$ cat src/rtl/stack_pointer_ctrl14b.sv
// stack_pointer_ctrl14b: 14-bit downward-growing data-stack pointer with push/pop/load and multi-word alloc/free
// Ports: clk, reset (sync, active-high); push/pop/load/load_val single-cycle IDLE ops;
//        alloc_req/alloc_dir/alloc_cnt start a multi-step adjust, alloc_busy/alloc_done handshake;
//        sp (registered), empty/full (from sp), fault (sticky bound violation).
// Optional: define SPC_BOUNDS_CHECK_EN to suppress out-of-range steps and raise fault; otherwise sp wraps.

module subone14b (
   input  logic [13:0] a,
   output logic [13:0] y
);
   assign y = a - 14'd1;
endmodule

module stack_pointer_ctrl14b #(
   parameter int               WIDTH    = 14,
   parameter logic [WIDTH-1:0] SP_TOP   = 14'h3FFF,
   parameter logic [WIDTH-1:0] SP_LIMIT = 14'h3C00
) (
   input  logic             clk,
   input  logic             reset,
   input  logic             push,
   input  logic             pop,
   input  logic             load,
   input  logic [WIDTH-1:0] load_val,
   input  logic             alloc_req,
   input  logic             alloc_dir,
   input  logic [7:0]       alloc_cnt,
   output logic             alloc_busy,
   output logic             alloc_done,
   output logic [WIDTH-1:0] sp,
   output logic             empty,
   output logic             full,
   output logic             fault
);
   typedef enum logic [1:0] {IDLE, STEP, DONE} state_t;
   state_t           state;
   logic             dir;
   logic [7:0]       cnt;
   logic [WIDTH-1:0] sp_dn, sp_up;
   logic             dn_bad, up_bad;
   subone14b u_sub (.a(sp), .y(sp_dn));
   assign sp_up = sp + 1'b1;
   assign empty = sp == SP_TOP;
   assign full  = sp == SP_LIMIT;
`ifdef SPC_BOUNDS_CHECK_EN
   assign dn_bad = full;
   assign up_bad = empty;
`else
   assign dn_bad = 1'b0;
   assign up_bad = 1'b0;
`endif
   always_ff @(posedge clk) begin
      if (reset) begin
         sp         <= SP_TOP;
         state      <= IDLE;
         alloc_busy <= 1'b0;
         alloc_done <= 1'b0;
         fault      <= 1'b0;
         cnt        <= 8'd0;
         dir        <= 1'b0;
      end else begin
         alloc_done <= 1'b0;
         case (state)
            IDLE: begin
               if (load) begin
                  sp    <= load_val;
                  fault <= 1'b0;
               end else if (alloc_req) begin
                  dir        <= alloc_dir;
                  cnt        <= alloc_cnt;
                  state      <= (alloc_cnt == 8'd0) ? DONE : STEP;
                  alloc_busy <= alloc_cnt != 8'd0;
                  alloc_done <= alloc_cnt == 8'd0;
               end else if (push && !pop) begin
                  if (dn_bad) fault <= 1'b1;
                  else sp <= sp_dn;
               end else if (pop && !push) begin
                  if (up_bad) fault <= 1'b1;
                  else sp <= sp_up;
               end
            end
            STEP: begin
               // a blocked step ends the transfer early through DONE
               if (dir ? up_bad : dn_bad) begin
                  fault      <= 1'b1;
                  cnt        <= 8'd0;
                  state      <= DONE;
                  alloc_busy <= 1'b0;
                  alloc_done <= 1'b1;
               end else begin
                  sp  <= dir ? sp_up : sp_dn;
                  cnt <= cnt - 8'd1;
                  if (cnt == 8'd1) begin
                     state      <= DONE;
                     alloc_busy <= 1'b0;
                     alloc_done <= 1'b1;
                  end
               end
            end
            default: state <= IDLE;
         endcase
      end
   end
endmodule

$ cat config.mk
export PLATFORM = sky130hd
export DESIGN_NAME = stack_pointer_ctrl14b
export DESIGN_NICKNAME = d
export VERILOG_FILES = /design/src/rtl/stack_pointer_ctrl14b.sv
export SDC_FILE = /design/constraint.sdc
export NUM_CORES = 1
export LEC_CHECK = 0
export BUFFER_PORTS_ARGS = -buffer_cell sky130_fd_sc_hd__buf_2
export CAP_MARGIN = 40
export CORE_MARGIN = 1
export CORE_UTILIZATION = 45
export CTS_BUF_LIST = sky130_fd_sc_hd__clkbuf_8 sky130_fd_sc_hd__clkbuf_16
export CTS_CLUSTER_DIAMETER = 200
export DETAILED_ROUTE_END_ITERATION = 8
export HOLD_SLACK_MARGIN = 0.08
export PLACE_DENSITY = 0.67
export SYNTH_ARGS = -nofsm -noshare
export SYNTH_HDL_FRONTEND = slang
export SYNTH_SLANG_ARGS = --single-unit
$ cat constraint.sdc
create_clock -name clk -period 3.05 [get_ports clk]
set_input_delay 0.1525 -clock clk [delete_from_list [all_inputs] [get_ports clk]]
set_output_delay 0.1525 -clock clk [all_outputs]
set_load 0.01 [all_outputs]
==> impl_metrics.csv <==
group,metric,value,unit
floorplanning,io_pins,48,
sta,fin_crit,2.224,ns
drt,wl_met1,3016,um
drt,first_pass_iters,4,
synthesis,ys_ff_latch,27,
synthesis,synthCells,330,
setup_path,start_kind,"flop",
synthesis,syn_avg_cell_area,7.208,um2
setup_path,path_cells,"inv_1 > ha_1 > or4b_1 > nor4_2 > a41oi_1 > xor2_1 > o211a_1 > o31ai_2",
sta,finalCritPeriodShare,0.7292,
global_route,grt_pass1_vias,2289,
cts,cts_resized,0,
setup_path,worstPathArrival,2.44,ns
power_and_ir_drop,power_density,438.2,mW/mm2
floorplanning,die_area,0.005580,mm2
finish,drive_gt1_frac,0.1718,
floorplanning,start_util,0.4657,
synthesis,synth_top_area_share,0.2272,
cts,clock_latency,0.29,ns
drt,vias,2506,
cts,numCtsBuffers,3,
sta,rsz0062_at_grt,"false",
power_and_ir_drop,p_leak,1.034,nW
drt,wl,6604,um
setup_path,worstPathMaxFanout,10,
setup_path,reg2reg_slack,0.83,ns
drt,antenna_left,0,
setup_path,endpoint_kind,"flop",
setup_path,crit_path_max_incr_delay,0.51,ns
finish,antennaDiodeCount,0,
synthesis,async_flop_share,0,
drt,route.detailed.drc,0,
drt,highest_layer,"met4",
placed_design,gp_congestion,0.8922,
finish,syn2layout_area_growth,11.52,%
cts,cts_hold_buffers,0,
sta,whs,0.1023,ns
synthesis,synth-edff-count,0,
finish,final_util,0.5194,
synthesis,synth_area,0.002379,mm2
sta,slew_violations,0,
sta,setup_viol_count_final,0,
placed_design,place_hpwl,4765,um
job,cap_violations,0,
finish,final_nets,389,
sta,slew_headroom,0.4598,
synthesis,seq_area_frac_synth,0.2272,
power_and_ir_drop,finalPower,1.162,mW
cts,cts_tree,"built",
synthesis,ys.flop_type,"dfxtp_1",
cts,path_clk_slew,0.11,ns
global_route,overflow,0,
cts,cts-root-buf,"clkbuf_8",
global_route,grt_first_pass_wirelength,10840,um
floorplanning,coreArea,0.005107,mm2
sta,fin_setup_tns,0,ns
drt,vias_per_cell,5.896,
global_route,antenna_found_initial,0,
setup_path,crit_slowest_cell,"or4b_1",
floorplanning,die_y,74.70,um
sta,clock.fmax,0.4496,GHz
sta,hold_viol,0,
global_route,grt_start_max_net_pins,28,
floorplanning,num_rows,26,
synthesis,synth_warnings,0,
synthesis,syn-num-nets,363,
sta,fin_skew,0.005920,ns
synthesis,ys_types,62,
cts,htreeDepth,1,
global_route,grt_usage,0.2487,
power_and_ir_drop,peakVddDrop,0.3357,mV
placed_design,io_buffer_count,46,
drt,wl_per_cell,15.54,um
cts,cts.sinks,27,
sta,worst_pin_slew,0.8087,ns
worst_hold_path,hold_path.class,"in -> reg",
cts,clockBufferDepth,2,
setup_path,crit_type,"reg -> reg",
drt,dr_wl_met3,298,um
drt,first_iter_violations,217,
synthesis,synthTopCellsByArea,"dfxtp_1, nor2_1, nand2_1",
drt,dr_wl_met2,3193,um
setup_path,worstPathRequired,3.27,ns
cts,postCtsSetupBuffers,0,
outcome,status,"complete, no violations",
synthesis,yosysTopAreaCell,"dfxtp_1",
floorplanning,die_width,74.70,um
-- stage by stage --
stage / cells / cell area (um2) / setup slack (ns)
5_1_grt: 425 / 2653 / 0.6648
2_1_floorplan: 330 / 2379 / 0.8932
3_3_place_gp: 421 / 2603 / 0.9082
4_1_cts: 425 / 2653 / 0.8184
6_report: 425 / 2653 / 0.8260
3_5_place_dp: 421 / 2603 / 0.8491
-- kinds of logic after synthesis --
group	share of synthesized area
other cells	0.001577
xor+xnor	0.05524
flops	0.2272
fa+ha+maj	0.02104
buf+inv	0.07259
mux	0.02525
compound gates	0.2941
simple gates	0.3030
-- power breakdown --
group          switching (mW)  total [mW]  internal, mW
combinational           0.256       0.457         0.201
sequential             0.0854       0.477         0.392
clock                   0.132       0.228        0.0964
total                   0.473        1.16         0.689
-- cell usage after synthesis, types with 5 or more instances --
cell type,count
a211oi_1,8
a21oi_1,21
a32oi_1,5
and3_1,5
clkbuf_1,21
dfxtp_1,27
inv_1,9
mux2i_1,6
nand2_1,29
nand2b_1,6
nand3_1,10
nand4_1,7
nor2_1,32
nor3_1,12
nor3b_1,6
nor4_1,10
o211ai_1,6
o21ai_0,9
o21ai_1,9
xnor2_1,7
xor2_1,8
-- layout by cell type (no fill, tap or decap), types with 4 or more instances in the layout --
| cell | count |
|---|---|
| nand2_1 | 29 |
| ha_1 | 4 |
| nand4_1 | 7 |
| a31oi_1 | 4 |
| buf_2 | 46 |
| xnor2_1 | 7 |
| nor2_1 | 32 |
| o21ai_1 | 9 |
| o21ai_0 | 9 |
| xor2_1 | 8 |
| buf_4 | 6 |
| a211oi_1 | 8 |
| nand3_1 | 10 |
| inv_1 | 9 |
| a32oi_1 | 5 |
| nand2b_1 | 6 |
| nor2b_1 | 4 |
| nor4_1 | 10 |
| nor3_1 | 12 |
| dfxtp_1 | 27 |
| mux2i_1 | 6 |
| a21oi_1 | 21 |
| nor3b_1 | 6 |
| and3_1 | 5 |
| o211ai_1 | 6 |
-- worst paths after layout --
path / startpoint / end / cells after the start
worst min register to register: cnt[7] / cnt[7] / 2
worst max-delay path: sp[0] / sp[12] / 8
worst min-delay path: alloc_dir / dir / 3
worst max register to register: sp[0] / sp[12] / 8
-- routing by layer --
metal,global-route usage,up-vias
met5,0,-
met4,0.05241,0
met3,0.03213,10
met2,0.4354,65
met1,0.3268,1156
li1,-,1275
-- registers in the layout, summed over array words and instances (netlist names) --
| name | flops |
|---|---|
| sp | 14 |
| cnt | 8 |
| state | 2 |
| alloc_busy | 1 |
| alloc_done | 1 |
| dir | 1 |
-- worst max-delay path: cells and delay by family, from the launching register on --
kind                       cells  cell delay, ns
AOI/OAI and AO/OA              3            0.46
xor gates and xnor gates       1            0.18
adders and majority gates      1            0.29
buffers and inverters          1            0.09
DFF                            1            0.41
and+or+nand+nor                2            0.73
-- cell type report --
| type | count | area, um2 |
|---|---|---|
| fill | 526 | 2455 |
| multi-input combinational | 263 | 1665 |
| sequential | 27 | 540.5 |
| timing repair buffer | 52 | 275.3 |
| tap | 70 | 87.58 |
| clock buffer | 3 | 41.29 |
| inverter | 9 | 33.78 |
| clock inverter | 1 | 8.758 |
(Power assumes the default switching activity.)
